`config.mk`:
```
export PLATFORM = sky130hd
export DESIGN_NAME = pipe_hazard_sequencer_flat
export DESIGN_NICKNAME = d
export VERILOG_FILES = /design/src/rtl/pipe_hazard_sequencer_pkg.sv /design/src/rtl/pipe_hazard_sequencer_if.sv /design/src/rtl/pipe_hazard_sequencer_sat_counter.sv /design/src/rtl/pipe_hazard_sequencer.sv /design/src/flat_wrapper.sv
export SDC_FILE = /design/constraint.sdc
export NUM_CORES = 1
export LEC_CHECK = 0
export CORE_MARGIN = 2
export CORE_UTILIZATION = 40
export CTS_CLUSTER_SIZE = 25
export DETAILED_ROUTE_END_ITERATION = 10
export GPL_ROUTABILITY_DRIVEN = 0
export PLACE_DENSITY = 0.7
export REMOVE_ABC_BUFFERS = 1
export SYNTH_ARGS = -nofsm -noshare
export SYNTH_HDL_FRONTEND = slang
export SYNTH_SLANG_ARGS = --single-unit
```
`constraint.sdc`:
```
create_clock -name clk -period 1.6 [get_ports clk]
set_input_delay 0.24 -clock clk [delete_from_list [all_inputs] [get_ports clk]]
set_output_delay 0.24 -clock clk [all_outputs]
set_load 0.01 [all_outputs]
```
`src/rtl/pipe_hazard_sequencer_pkg.sv`:
```
// Shared types for the pipeline sequencer: FSM state encoding and control-unit opcodes.
package pipe_ctrl_pkg;

    typedef enum logic [2:0] {
        ST_IDLE   = 3'd0,
        ST_RUN    = 3'd1,
        ST_STALL  = 3'd2,
        ST_DRAIN  = 3'd3,
        ST_HALTED = 3'd4
    } state_e;

    localparam logic [4:0] OP_LD   = 5'b10110;
    localparam logic [4:0] OP_HALT = 5'b11010;

endpackage

```
`src/rtl/pipe_hazard_sequencer_if.sv`:
```
// ID/EX control fields in, pipeline enables/strobes and debug counters out.
interface pipe_hazard_sequencer_if #(
    parameter int REG_W = 4,
    parameter int CNT_W = 16
);
    logic             start_req;
    logic             id_valid;
    logic [REG_W-1:0] id_read_reg0;
    logic [REG_W-1:0] id_read_reg1;
    logic [REG_W-1:0] id_write_reg;
    logic             id_write;
    logic             id_mem_to_reg;
    logic             id_halt;
    logic             ex_branch_taken;
    logic             pc_en;
    logic             ifid_en;
    logic             ifid_flush;
    logic             idex_flush;
    logic             busy;
    logic             halted;
    logic [CNT_W-1:0] stall_cnt;
    logic [CNT_W-1:0] flush_cnt;

    modport master (
        output start_req, id_valid, id_read_reg0, id_read_reg1, id_write_reg,
               id_write, id_mem_to_reg, id_halt, ex_branch_taken,
        input  pc_en, ifid_en, ifid_flush, idex_flush, busy, halted,
               stall_cnt, flush_cnt
    );

    modport slave (
        input  start_req, id_valid, id_read_reg0, id_read_reg1, id_write_reg,
               id_write, id_mem_to_reg, id_halt, ex_branch_taken,
        output pc_en, ifid_en, ifid_flush, idex_flush, busy, halted,
               stall_cnt, flush_cnt
    );
endinterface

```
`src/rtl/pipe_hazard_sequencer_sat_counter.sv`:
```
// Up-counter with synchronous clear that holds at all-ones instead of wrapping.
module sat_counter #(
    parameter int W = 16
) (
    input  logic         clk,
    input  logic         clr,
    input  logic         inc,
    output logic [W-1:0] count
);
    logic [W-1:0] count_q;
    logic [W-1:0] count_d;

    always_comb begin
        count_d = count_q;
        if (inc && (count_q != '1)) begin
            count_d = count_q + W'(1);
        end
    end

    always_ff @(posedge clk) begin
        if (clr) begin
            count_q <= '0;
        end else begin
            count_q <= count_d;
        end
    end

    assign count = count_q;
endmodule

```
`src/rtl/pipe_hazard_sequencer.sv`:
```
// Pipeline sequencer: load-use stalls, taken-branch flushes and halt drain for the 5-stage CPU.
//   state  | meaning
//   IDLE   | not started; pipe held empty
//   RUN    | fetching; resolves branch > halt > load-use hazard
//   STALL  | extra load-use bubbles beyond the first
//   DRAIN  | halt seen in ID; waiting for EX/MEM/WB to empty
//   HALTED | pipe empty; only reset leaves
module pipe_hazard_sequencer
    import pipe_ctrl_pkg::*;
#(
    parameter int REG_W          = 4,
    parameter int LOAD_USE_STALL = 1,
    parameter int DRAIN_CYCLES   = 3,
    parameter int CNT_W          = 16
) (
    input logic                    clk,
    input logic                    reset,
    pipe_hazard_sequencer_if.slave bus
);
    localparam int STALL_W = (LOAD_USE_STALL > 1) ? $clog2(LOAD_USE_STALL) : 1;
    localparam int DRAIN_W = (DRAIN_CYCLES > 1) ? $clog2(DRAIN_CYCLES) : 1;

    state_e             state_q, state_d;
    logic [STALL_W-1:0] stall_ctr_q, stall_ctr_d;
    logic [DRAIN_W-1:0] drain_ctr_q, drain_ctr_d;
    logic [REG_W-1:0]   ex_wr_q, ex_wr_d;
    logic               ex_load_q, ex_load_d;

    logic pc_en, ifid_en, ifid_flush, idex_flush;
    logic stall_inc, flush_inc, hazard;

    // Both read fields are compared even if the instruction uses only one.
    assign hazard = bus.id_valid & ex_load_q &
                    ((ex_wr_q == bus.id_read_reg0) | (ex_wr_q == bus.id_read_reg1));

    always_comb begin
        state_d     = state_q;
        stall_ctr_d = stall_ctr_q;
        drain_ctr_d = drain_ctr_q;
        pc_en       = 1'b0;
        ifid_en     = 1'b0;
        ifid_flush  = 1'b0;
        idex_flush  = 1'b0;
        stall_inc   = 1'b0;
        flush_inc   = 1'b0;

        case (state_q)
            ST_IDLE: begin
                ifid_flush = 1'b1;
                idex_flush = 1'b1;
                if (bus.start_req) state_d = ST_RUN;
            end
            ST_RUN: begin
                if (bus.ex_branch_taken) begin
                    pc_en      = 1'b1;
                    ifid_en    = 1'b1;
                    ifid_flush = 1'b1;
                    idex_flush = 1'b1;
                    flush_inc  = 1'b1;
                end else if (bus.id_valid && bus.id_halt) begin
                    idex_flush  = 1'b1;
                    drain_ctr_d = DRAIN_W'(DRAIN_CYCLES - 1);
                    state_d     = ST_DRAIN;
                end else if (hazard) begin
                    idex_flush = 1'b1;
                    stall_inc  = 1'b1;
                    if (LOAD_USE_STALL > 1) begin
                        stall_ctr_d = STALL_W'(LOAD_USE_STALL - 2);
                        state_d     = ST_STALL;
                    end
                end else begin
                    pc_en   = 1'b1;
                    ifid_en = 1'b1;
                end
            end
            ST_STALL: begin
                idex_flush  = 1'b1;
                stall_inc   = 1'b1;
                stall_ctr_d = stall_ctr_q - STALL_W'(1);
                if (stall_ctr_q == '0) state_d = ST_RUN;
            end
            ST_DRAIN: begin
                ifid_flush  = 1'b1;
                idex_flush  = 1'b1;
                drain_ctr_d = drain_ctr_q - DRAIN_W'(1);
                if (drain_ctr_q == '0) state_d = ST_HALTED;
            end
            ST_HALTED: begin
                ifid_flush = 1'b1;
                idex_flush = 1'b1;
            end
            default: begin
                state_d = ST_IDLE;
            end
        endcase

        // A bubble entering ID/EX keeps the old destination but can never be a load.
        ex_wr_d   = idex_flush ? ex_wr_q : bus.id_write_reg;
        ex_load_d = ~idex_flush & bus.id_valid & bus.id_write & bus.id_mem_to_reg;
    end

    always_ff @(posedge clk) begin
        if (reset) begin
            state_q     <= ST_IDLE;
            stall_ctr_q <= '0;
            drain_ctr_q <= '0;
            ex_wr_q     <= '0;
            ex_load_q   <= 1'b0;
        end else begin
            state_q     <= state_d;
            stall_ctr_q <= stall_ctr_d;
            drain_ctr_q <= drain_ctr_d;
            ex_wr_q     <= ex_wr_d;
            ex_load_q   <= ex_load_d;
        end
    end

    sat_counter #(.W(CNT_W)) u_stall_cnt (
        .clk   (clk),
        .clr   (reset),
        .inc   (stall_inc),
        .count (bus.stall_cnt)
    );

    sat_counter #(.W(CNT_W)) u_flush_cnt (
        .clk   (clk),
        .clr   (reset),
        .inc   (flush_inc),
        .count (bus.flush_cnt)
    );

    assign bus.pc_en      = pc_en;
    assign bus.ifid_en    = ifid_en;
    assign bus.ifid_flush = ifid_flush;
    assign bus.idex_flush = idex_flush;
    assign bus.busy       = (state_q == ST_RUN) || (state_q == ST_STALL) || (state_q == ST_DRAIN);
    assign bus.halted     = (state_q == ST_HALTED);
endmodule

```
`src/flat_wrapper.sv`:
```
// flat-port wrapper written by rule: the top's interface ports become plain ports
module pipe_hazard_sequencer_flat import pipe_ctrl_pkg::*;
#(
    parameter int REG_W          = 4,
    parameter int LOAD_USE_STALL = 1,
    parameter int DRAIN_CYCLES   = 3,
    parameter int CNT_W          = 16
)
  (clk, reset, bus_start_req, bus_id_valid, bus_id_read_reg0, bus_id_read_reg1, bus_id_write_reg, bus_id_write, bus_id_mem_to_reg, bus_id_halt, bus_ex_branch_taken, bus_pc_en, bus_ifid_en, bus_ifid_flush, bus_idex_flush, bus_busy, bus_halted, bus_stall_cnt, bus_flush_cnt);
  pipe_hazard_sequencer_if #(.REG_W(REG_W), .CNT_W(CNT_W)) bus_i ();
  input logic clk;
  input logic reset;
  input wire logic [$bits(bus_i.start_req)-1:0] bus_start_req;
  input wire logic [$bits(bus_i.id_valid)-1:0] bus_id_valid;
  input wire logic [$bits(bus_i.id_read_reg0)-1:0] bus_id_read_reg0;
  input wire logic [$bits(bus_i.id_read_reg1)-1:0] bus_id_read_reg1;
  input wire logic [$bits(bus_i.id_write_reg)-1:0] bus_id_write_reg;
  input wire logic [$bits(bus_i.id_write)-1:0] bus_id_write;
  input wire logic [$bits(bus_i.id_mem_to_reg)-1:0] bus_id_mem_to_reg;
  input wire logic [$bits(bus_i.id_halt)-1:0] bus_id_halt;
  input wire logic [$bits(bus_i.ex_branch_taken)-1:0] bus_ex_branch_taken;
  output wire logic [$bits(bus_i.pc_en)-1:0] bus_pc_en;
  output wire logic [$bits(bus_i.ifid_en)-1:0] bus_ifid_en;
  output wire logic [$bits(bus_i.ifid_flush)-1:0] bus_ifid_flush;
  output wire logic [$bits(bus_i.idex_flush)-1:0] bus_idex_flush;
  output wire logic [$bits(bus_i.busy)-1:0] bus_busy;
  output wire logic [$bits(bus_i.halted)-1:0] bus_halted;
  output wire logic [$bits(bus_i.stall_cnt)-1:0] bus_stall_cnt;
  output wire logic [$bits(bus_i.flush_cnt)-1:0] bus_flush_cnt;
  assign bus_i.start_req = bus_start_req;
  assign bus_i.id_valid = bus_id_valid;
  assign bus_i.id_read_reg0 = bus_id_read_reg0;
  assign bus_i.id_read_reg1 = bus_id_read_reg1;
  assign bus_i.id_write_reg = bus_id_write_reg;
  assign bus_i.id_write = bus_id_write;
  assign bus_i.id_mem_to_reg = bus_id_mem_to_reg;
  assign bus_i.id_halt = bus_id_halt;
  assign bus_i.ex_branch_taken = bus_ex_branch_taken;
  assign bus_pc_en = bus_i.pc_en;
  assign bus_ifid_en = bus_i.ifid_en;
  assign bus_ifid_flush = bus_i.ifid_flush;
  assign bus_idex_flush = bus_i.idex_flush;
  assign bus_busy = bus_i.busy;
  assign bus_halted = bus_i.halted;
  assign bus_stall_cnt = bus_i.stall_cnt;
  assign bus_flush_cnt = bus_i.flush_cnt;
  pipe_hazard_sequencer #(.REG_W(REG_W), .LOAD_USE_STALL(LOAD_USE_STALL), .DRAIN_CYCLES(DRAIN_CYCLES), .CNT_W(CNT_W)) u_core (.clk(clk), .reset(reset), .bus(bus_i));
endmodule
```
## Yosys cells after proc, flatten, opt, wreduce, memory -nomap -nowiden

Index checks and enable logic that the tools add are counted.

- Output and inout port bits: 38
- Word-level logic and storage cells: 67
- Bits in registers: 43
- Input bits: 20

- Muxes and demuxes: 23
- Add/subtract/negate cells: 4
- Reduce and logical (&&, ||, !) cells: 12
- Bitwise gates (word level): 8
- Equality and inequality tests: 13

Operators with widths:

| operator | count |
|---|---|
| adder 16 x 1 -> 16 bit, second input constant | 2 |
| != test 16 bit, second input constant | 2 |
| 2-to-1 mux 3 bit | 5 |
| case mux 3 bit (5 select lines) | 1 |
| 2-to-1 mux 1 bit | 11 |
| equality test 4 bit | 2 |
| equality test 3 x 2 -> 1 bit, second input constant | 2 |
| != test 2 bit, second input constant | 3 |
| case mux 1 bit (2 select lines) | 3 |
| AND reduction 6 bit | 1 |
| AND 1 bit | 5 |
| 2-to-1 mux 2 bit | 2 |
| != test 2 x 1 -> 1 bit, second input constant | 2 |
| case mux 2 bit (2 select lines) | 1 |
| OR reduction 4 bit | 1 |
| equality test 3 x 1 -> 1 bit, second input constant | 1 |
| equality test 3 bit, second input constant | 1 |
| logical AND 1 bit | 3 |
| logical NOT 3 bit | 1 |
| AND reduction 3 bit | 1 |
| OR reduction 3 bit | 1 |
| logical NOT 2 bit | 1 |
| logical OR 1 bit | 2 |
| NOT 1 bit | 2 |
| 4 further kinds | 4 |

## Depth between registers and ports, before layout

Gate-level depths: netlist (run 1).

- Depth in word-level cells: 11
- Mapped depth: 9
- Depth with buffers taken out: 7

## Cells and area by module

From an unflattened synthesis (run 1), not the netlist that was laid out.

- Cell total of the unflattened synthesis: 282
- Area, all modules: 2412.3 um^2

By module, submodules not included:

| module | seq. area each (um^2) | instances | cells each | area each (um^2) |
|---|---|---|---|---|
| sat_counter | 320.3 | 2 | 99 | 848.3 |
| pipe_hazard_sequencer | 220.2 | 1 | 84 | 715.7 |

## Worst setup path after synthesis (run 1)

No wires, ideal clock.

- Path kind: flip-flop to flip-flop
- Start point: reg u_core.u_flush_cnt.count_q[6] (netlist: u_core.u_flush_cnt.count[6])
- End point: reg u_core.u_flush_cnt.count_q[1] (netlist: u_core.u_flush_cnt.count[1])
- Setup time: 128 ps
- Arrival: 1700 ps
- Stages on the path, launching flop included: 7
- Setup slack: -227 ps
- Cell sequence: dfxtp_1 and3_1 nand4_1 nor3_1 and2b_1 mux2i_1 nor2_1

- Word-level cells in the longest chain between the ends: 2

RTL lines:

| what | line | RTL |
|---|---|---|
| start: declaration | pipe_hazard_sequencer_sat_counter.sv:10 | `logic [W-1:0] count_q;` |
| start signal: assignment | pipe_hazard_sequencer_sat_counter.sv:24 | `count_q <= count_d;` |
| != test 16 bit | pipe_hazard_sequencer_sat_counter.sv:15 | `if (inc && (count_q != '1)) begin` |
| logical AND 1 bit | pipe_hazard_sequencer_sat_counter.sv:15 |  |

No other way between the ends.
A chain may end at the register's enable or synchronous reset.

## Final worst setup path (run 1)

- Start point: reg u_core.ex_wr_q[1]
- End point: reg u_core.u_stall_cnt.count_q[5] (netlist: u_core.u_stall_cnt.count[5])

- Word-level cells in the longest chain between the ends: 8
- Elaborated cells on any way between the ends: 9
- Those cells by class: eq/ne (2); mux (4); bitwise (2); reduce/logical (1)

RTL lines:

| what | line | RTL |
|---|---|---|
| start: declaration | pipe_hazard_sequencer.sv:26 | `logic [REG_W-1:0] ex_wr_q, ex_wr_d;` |
| start signal: assignment | pipe_hazard_sequencer.sv:113 | `ex_wr_q <= ex_wr_d;` |
| equality test 4 bit | pipe_hazard_sequencer.sv:34 | `((ex_wr_q == bus.id_read_reg0) \| (ex_wr_q == bus.id_read_reg1));` |
| bitwise OR 1 bit * | pipe_hazard_sequencer.sv:34 |  |
| AND 1 bit * | pipe_hazard_sequencer.sv:33 | `assign hazard = bus.id_valid & ex_load_q &` |
| 2-to-1 mux 1 bit * | pipe_hazard_sequencer.sv:64 | `end else if (hazard) begin` |
| 2-to-1 mux 1 bit * | pipe_hazard_sequencer.sv:60 | `end else if (bus.id_valid && bus.id_halt) begin` |
| 2-to-1 mux 1 bit * | pipe_hazard_sequencer.sv:54 | `if (bus.ex_branch_taken) begin` |
| case mux 1 bit (2 select lines) * | pipe_hazard_sequencer.sv:47 | `case (state_q)` |
| logical AND 1 bit * | pipe_hazard_sequencer_sat_counter.sv:15 |  |
| end signal: assignment | pipe_hazard_sequencer_sat_counter.sv:24 |  |
| end: declaration | pipe_hazard_sequencer_sat_counter.sv:10 |  |

Every way passes the cells marked *; elsewhere a longest branch is shown, timed or not.

==> results of run 1 <==
## layer usage
metal	track usage [%]	part of all wire (%)	vias up
met1	27.3	42	1163
met4	7.54	1.5	0
met2	37.2	53	68
met3	4.25	4.1	10
li1	-	-	1219
met5	0	0	-
## layout by cell type (no fill, tap or decap), types with 10 or more instances in the layout
master	count
dlygate4sd2_1	12
dfxtp_1	25
nand2_1	10
buf_4	71
buf_6	13
a21oi_1	10
xnor2_1	10
nor2_1	38
dfxtp_2	13
clkdlybuf4s50_1	37
nand4_1	11
## layout make-up
class                      instances  area, um^2
fill                             382        1430
tap                               72        90.1
sequential                        43         896
multi-input combinational        200        1620
timing repair buffer             141        1220
clock buffer                       5        68.8
clock inverter                     3        43.8
inverter                           9        33.8
## flip-flops by register name, indices dropped and copies added, names as in the netlist
register	flops
u_core.drain_ctr_q	2
u_core.ex_wr_q	4
u_core.state_q	3
u_core.u_stall_cnt.count	16
u_core.u_flush_cnt.count	16
u_core.ex_load_q	1
u_core.stall_ctr_q	1
## metrics by stage
| stage | std cells | util (%) |
|---|---|---|
| 6_report | 473 | 73.5 |
| 5_1_grt | 473 | 73.5 |
| 4_1_cts | 466 | 69.0 |
| 3_5_place_dp | 448 | 61.4 |
| 3_3_place_gp | 448 | 61.4 |
| 2_1_floorplan | 252 | - |
## power by group
part | total [mW] | leakage [nW] | internal [mW] | switching (mW)
registers | 1.16 | 0.357 | 1.11 | 0.0490
clock network | 0.863 | 0.0581 | 0.465 | 0.398
logic | 0.625 | 1.19 | 0.337 | 0.288
total | 2.65 | 1.60 | 1.91 | 0.735
## cells by family (layout without fill, tap and decap cells)
logic type / count (synthesis) / in the layout / synth area share [%]
AOI/OAI and AO/OA: 46 / 46 / 13.7
buffers and inverters: 19 / 158 / 3.97
and+or+nand+nor: 118 / 118 / 28.1
xor gates and xnor gates: 26 / 26 / 10.3
muxes: 7 / 7 / 3.23
DFF: 43 / 43 / 39.0
adders and majority gates: 3 / 3 / 1.70
## worst max-delay path, cell delays in order, from the launching register on
cell	delay, ns
dfxtp_2	0.40
xnor2_1	0.14
nand4_1	0.16
buf_4	0.18
a21oi_4	0.18
o21ai_4	0.11
or4_1	0.53
a21oi_1	0.16
## final timing paths
check,cells after the start,endpoint,from
hold reg to reg,2,u_core.drain_ctr_q[1],u_core.drain_ctr_q[1]
hold / removal,2,u_core.drain_ctr_q[1],u_core.drain_ctr_q[1]
setup / recovery,7,u_core.u_stall_cnt.count[5],u_core.ex_wr_q[1]
setup reg to reg,7,u_core.u_stall_cnt.count[5],u_core.ex_wr_q[1]
## what timing repair did
item,4_1_cts,5_1_grt
setup buffers,10,9
resized for setup,96,47
setup endpoints to repair,35,45
hold buffers,0,0
pin swaps,49,27
==> impl_metrics.tcl, run 1 <==
set metrics [dict create \
    syn_to_final_growth_pct 80.1 \
    antenna_found_initial 0 \
    drc 0 \
    status "complete, but fails checks" \
    num_antenna_cells 0 \
    die_w_um 78.3 \
    failed_checks "setup timing" \
    yosysTopAreaCellShare_pct 39.0 \
    worstSkewPairLatency_ns 0.30 \
    route.detailed.wl_per_inst_um 15.1 \
    power_density_nw_per_um2 666 \
    synth_cells 262 \
    place_area_um2 3320 \
    drtIter0Drc 119 \
    synth_area_leaders "dfxtp_1, xnor2_1, nor2_1" \
    final_hold_viol_count 0 \
    ys_seq_area_share_pct 39.0 \
    num_vias 2460 \
    hold_ws_ns 0.462 \
    drive_gt1_share_pct 42.6 \
    finalClockSkew_ns 0.00389 \
    dr.pass1.iters 4 \
    drv_slew 0 \
    rsz0062_at_grt "true" \
    fin_area_um2 3980 \
    core_area_um2 5410 \
    synth.most_common_cell "dfxtp_1" \
    grt_pass1_wl_um 10800 \
    fmax_mhz 522 \
    crit_arrival_ns 2.15 \
    drv_cap 0 \
    grt_usage_pct 21.7 \
    hpwl_um 4240 \
    crit_required_ns 1.84 \
    row_count 27 \
    gr-total-overflow 0 \
    clockBufferDepth 2 \
    ir_drop_mv 0.430 \
    worst-setup-path-type "reg -> reg" \
    viasPerCell 5.20 \
    cp-end-kind "flip-flop" \
    max_slew_margin_pct 78.5 \
    mappedNetlistArea_um2 2210 \
    setup_viol 32 \
    initial_utilization_pct 40.8 \
    synthTopCellsByCount "dfxtp_1, nor2_1, xnor2_1" \
    worstPathMaxFanout 7 \
    synth_flop_cell "dfxtp_1" \
    hp-class "reg -> reg" \
    p_leak_nw 1.60 \
    ant_nets 0 \
    portBuffers 57 \
    cts_root_buf "clkbuf_8" \
    io_pins 58 \
    yosysTopAreaCell "dfxtp_1" \
    grt_pass1_vias 2340 \
    dieArea_um2 6130 \
    clkSinkCount 43 \
    fin_ws_ns -0.316 \
    period_share_pct 120 \
    tritoncts "built" \
    ys_ff_latch 43 \
    nets 423 \
    avgSynthCellArea_um2 8.42 \
    die_h_um 78.3 \
    htreeDepth 2 \
    async_flop_share_pct 0 \
    ys_warn_count 0 \
    wl_um 7150 \
    tns_ns -4.79 \
    rrSetupSlack_ns -0.32 \
    start_kind "flip-flop" \
    clk_pin_slew_ns 0.08 \
    grt_start_max_net_pins 19 \
    worst_pin_slew_ns 0.320 \
    p_total_mw 2.65 \
    post-route-min-period_ns 1.92 \
    place_ws_ns -0.601 \
    synth_edf_count 0 \
    numCtsBuffers 5 \
    ys_types 49 \
]
Power figures use the tool's default switching activity.
==> inputs of run 2 (changes only) <==
--- a/config.mk
+++ b/config.mk
@@ -7,6 +7,7 @@
 export LEC_CHECK = 0
 export CORE_MARGIN = 2
 export CORE_UTILIZATION = 40
+export CTS_CLUSTER_DIAMETER = 60
 export CTS_CLUSTER_SIZE = 25
 export DETAILED_ROUTE_END_ITERATION = 10
 export GPL_ROUTABILITY_DRIVEN = 0
==> results of run 2 <==
Final layout, timing and power as in run 1 (identical DEF).
==> inputs of run 3 (changes only) <==
--- a/config.mk
+++ b/config.mk
@@ -5,7 +5,7 @@
 export SDC_FILE = /design/constraint.sdc
 export NUM_CORES = 1
 export LEC_CHECK = 0
-export CORE_MARGIN = 2
+export CORE_MARGIN = 1
 export CORE_UTILIZATION = 40
 export CTS_CLUSTER_DIAMETER = 60
 export CTS_CLUSTER_SIZE = 25
@@ -13,6 +13,7 @@
 export GPL_ROUTABILITY_DRIVEN = 0
 export PLACE_DENSITY = 0.7
 export REMOVE_ABC_BUFFERS = 1
+export SKIP_LAST_GASP = 1
 export SYNTH_ARGS = -nofsm -noshare
 export SYNTH_HDL_FRONTEND = slang
 export SYNTH_SLANG_ARGS = --single-unit
==> run 3 against run 2 <==
The flow still finishes with violations (setup timing). Die area down 5.0%. Clock power down 25%. Total power down 7.6%. Maximum frequency up 2.7%. Worst setup slack better by 0.051 ns. Global-route usage up 0.27 points. Via count up 1.1%. Largest cell class unchanged.
==> impl_metrics.tcl, run 3 (synthesized netlist as in run 1, its figures left out) <==
set metrics [dict create \
    status "complete, but fails checks" \
    failed_checks "setup timing" \
    drive_gt1_share_pct 39.5 \
    rsz0062_at_grt "true" \
    num_vias 2488 \
    final_util_pct 74.4 \
    layout_commonest_cell "buf_4" \
    crit_arrival_ns 2.09 \
    clkSinkCount 43 \
    clk_pin_slew_ns 0.08 \
    die_h_um 76.3 \
    fmax_mhz 536 \
    hold_ws_ns 0.471 \
    worstPathMaxFanout 3 \
    dr.pass1.iters 4 \
    core_area_um2 5200 \
    cp-end-kind "flip-flop" \
    die_w_um 76.3 \
    cts_root_buf "clkbuf_8" \
    dieArea_um2 5820 \
    max_slew_margin_pct 76.7 \
    syn_to_final_growth_pct 75.3 \
    grt_pass1_wl_um 10500 \
    nFillCells 369 \
    final_hold_viol_count 0 \
    drc 0 \
    num_antenna_cells 0 \
    finalClockSkew_ns 0.0124 \
    drv_slew 0 \
    grt_usage_pct 22.0 \
    layout_common_cells "buf_4, nor2_1, clkdlybuf4s50_1, dfxtp_1, dlygate4sd2_1" \
    clockBufferDepth 2 \
    hpwl_um 4280 \
    hold_buffers 0 \
    worst_pin_slew_ns 0.349 \
    crit_required_ns 1.82 \
    fin_area_um2 3870 \
    post-route-min-period_ns 1.87 \
    ant_nets 0 \
    io_pins 58 \
    grt_start_max_net_pins 32 \
    hp-class "reg -> reg" \
    route.detailed.wl_per_inst_um 14.7 \
    start_kind "flip-flop" \
    row_count 26 \
    antenna_found_initial 0 \
    viasPerCell 5.29 \
    gr-total-overflow 0 \
    htreeDepth 2 \
    nets 424 \
    p_leak_nw 1.51 \
    place_area_um2 3330 \
    numCtsBuffers 5 \
    worst-setup-path-type "reg -> reg" \
    drtIter0Drc 156 \
    power_density_nw_per_um2 632 \
    initial_utilization_pct 42.4 \
    tritoncts "built" \
    fin_ws_ns -0.265 \
    period_share_pct 117 \
    grt_pass1_vias 2339 \
    worstSkewPairLatency_ns 0.29 \
    drv_cap 0 \
    portBuffers 57 \
    setup_viol 27 \
    wl_um 6920 \
    ir_drop_mv 0.430 \
]
==> run 3: cell count changes in the layout (fill, tap and decap cells not counted), moves of 2 or more <==
cell and delta:
o31ai_1 +2, o21ai_2 +2, o21ai_1 +2, dfxtp_1 +5, buf_12 +2, clkdlybuf4s50_1 +2, o21ai_0 -2, buf_6 -4
nor3_2 +5, buf_4 +2, nor3_4 -4, dlymetal6s2s_1 -2, dfxtp_2 -4
==> run 3: worst paths after layout <==
kind | from | end | slack [ns] | cells after the start
setup / recovery | u_core.ex_wr_q[2] | u_core.u_stall_cnt.count[14] | -0.27 | 9
hold / removal | u_core.drain_ctr_q[1] | u_core.drain_ctr_q[1] | 0.47 | 2
setup reg to reg | u_core.ex_wr_q[2] | u_core.u_stall_cnt.count[14] | -0.27 | 9
hold reg to reg | u_core.drain_ctr_q[1] | u_core.drain_ctr_q[1] | 0.47 | 2
==> run 3: layer usage <==
layer	GRT usage [%]	wire (um)	vias to the layer above	share of wire, %
li1	-	-	1218	-
met1	27.2	2990	1189	43
met2	38.8	3580	69	52
met3	4.31	226	12	3.3
met4	5.58	119	0	1.7
met5	0	0	-	0
==> run 3: stage by stage <==
stage	setup WS, ns	total power, mW	TNS [ns]	cells
floorplan	-0.256	1.41	-3.06	252
global placement	-0.587	1.70	-14.21	446
detailed placement	-0.632	1.72	-16.06	446
CTS	-0.204	2.37	-2.90	464
global route	-0.366	2.57	-7.66	470
finish	-0.265	2.45	-4.46	470
==> run 3: cell type report <==
class | count | area, um^2 | share of cell area [%]
clock buffers | 6 | 72.6 | 1.88
inverters | 9 | 33.8 | 0.873
multi-input cells | 201 | 1560 | 40.4
flip-flops and latches | 43 | 887 | 22.9
well taps | 70 | 87.6 | 2.26
repair buffers | 141 | 1230 | 31.7
==> run 3: worst max-delay path, stage by stage, from the launching register on <==
cell and delay (ns):
dfxtp_2 0.34, xnor2_1 0.19, nand4_1 0.14, buf_4 0.16
a21oi_4 0.20, buf_4 0.15, buf_6 0.09, o21ai_2 0.06
or3_1 0.31, a21oi_1 0.14
==> run 3: power by group <==
part / total (mW) / internal [mW] / leakage (nW) / switching, mW
Sequential: 1.16 / 1.11 / 0.355 / 0.0477
Combinational: 0.643 / 0.346 / 1.12 / 0.297
Clock: 0.645 / 0.292 / 0.0371 / 0.353
Total: 2.45 / 1.75 / 1.51 / 0.698
==> run 3: timing repair <==
action                     CTS  global route
pin swaps                   26            35
cloned                       2             0
buffers inserted            10             8
setup endpoints to repair   35            42
resized for setup           56            59
hold endpoints to repair     0             0
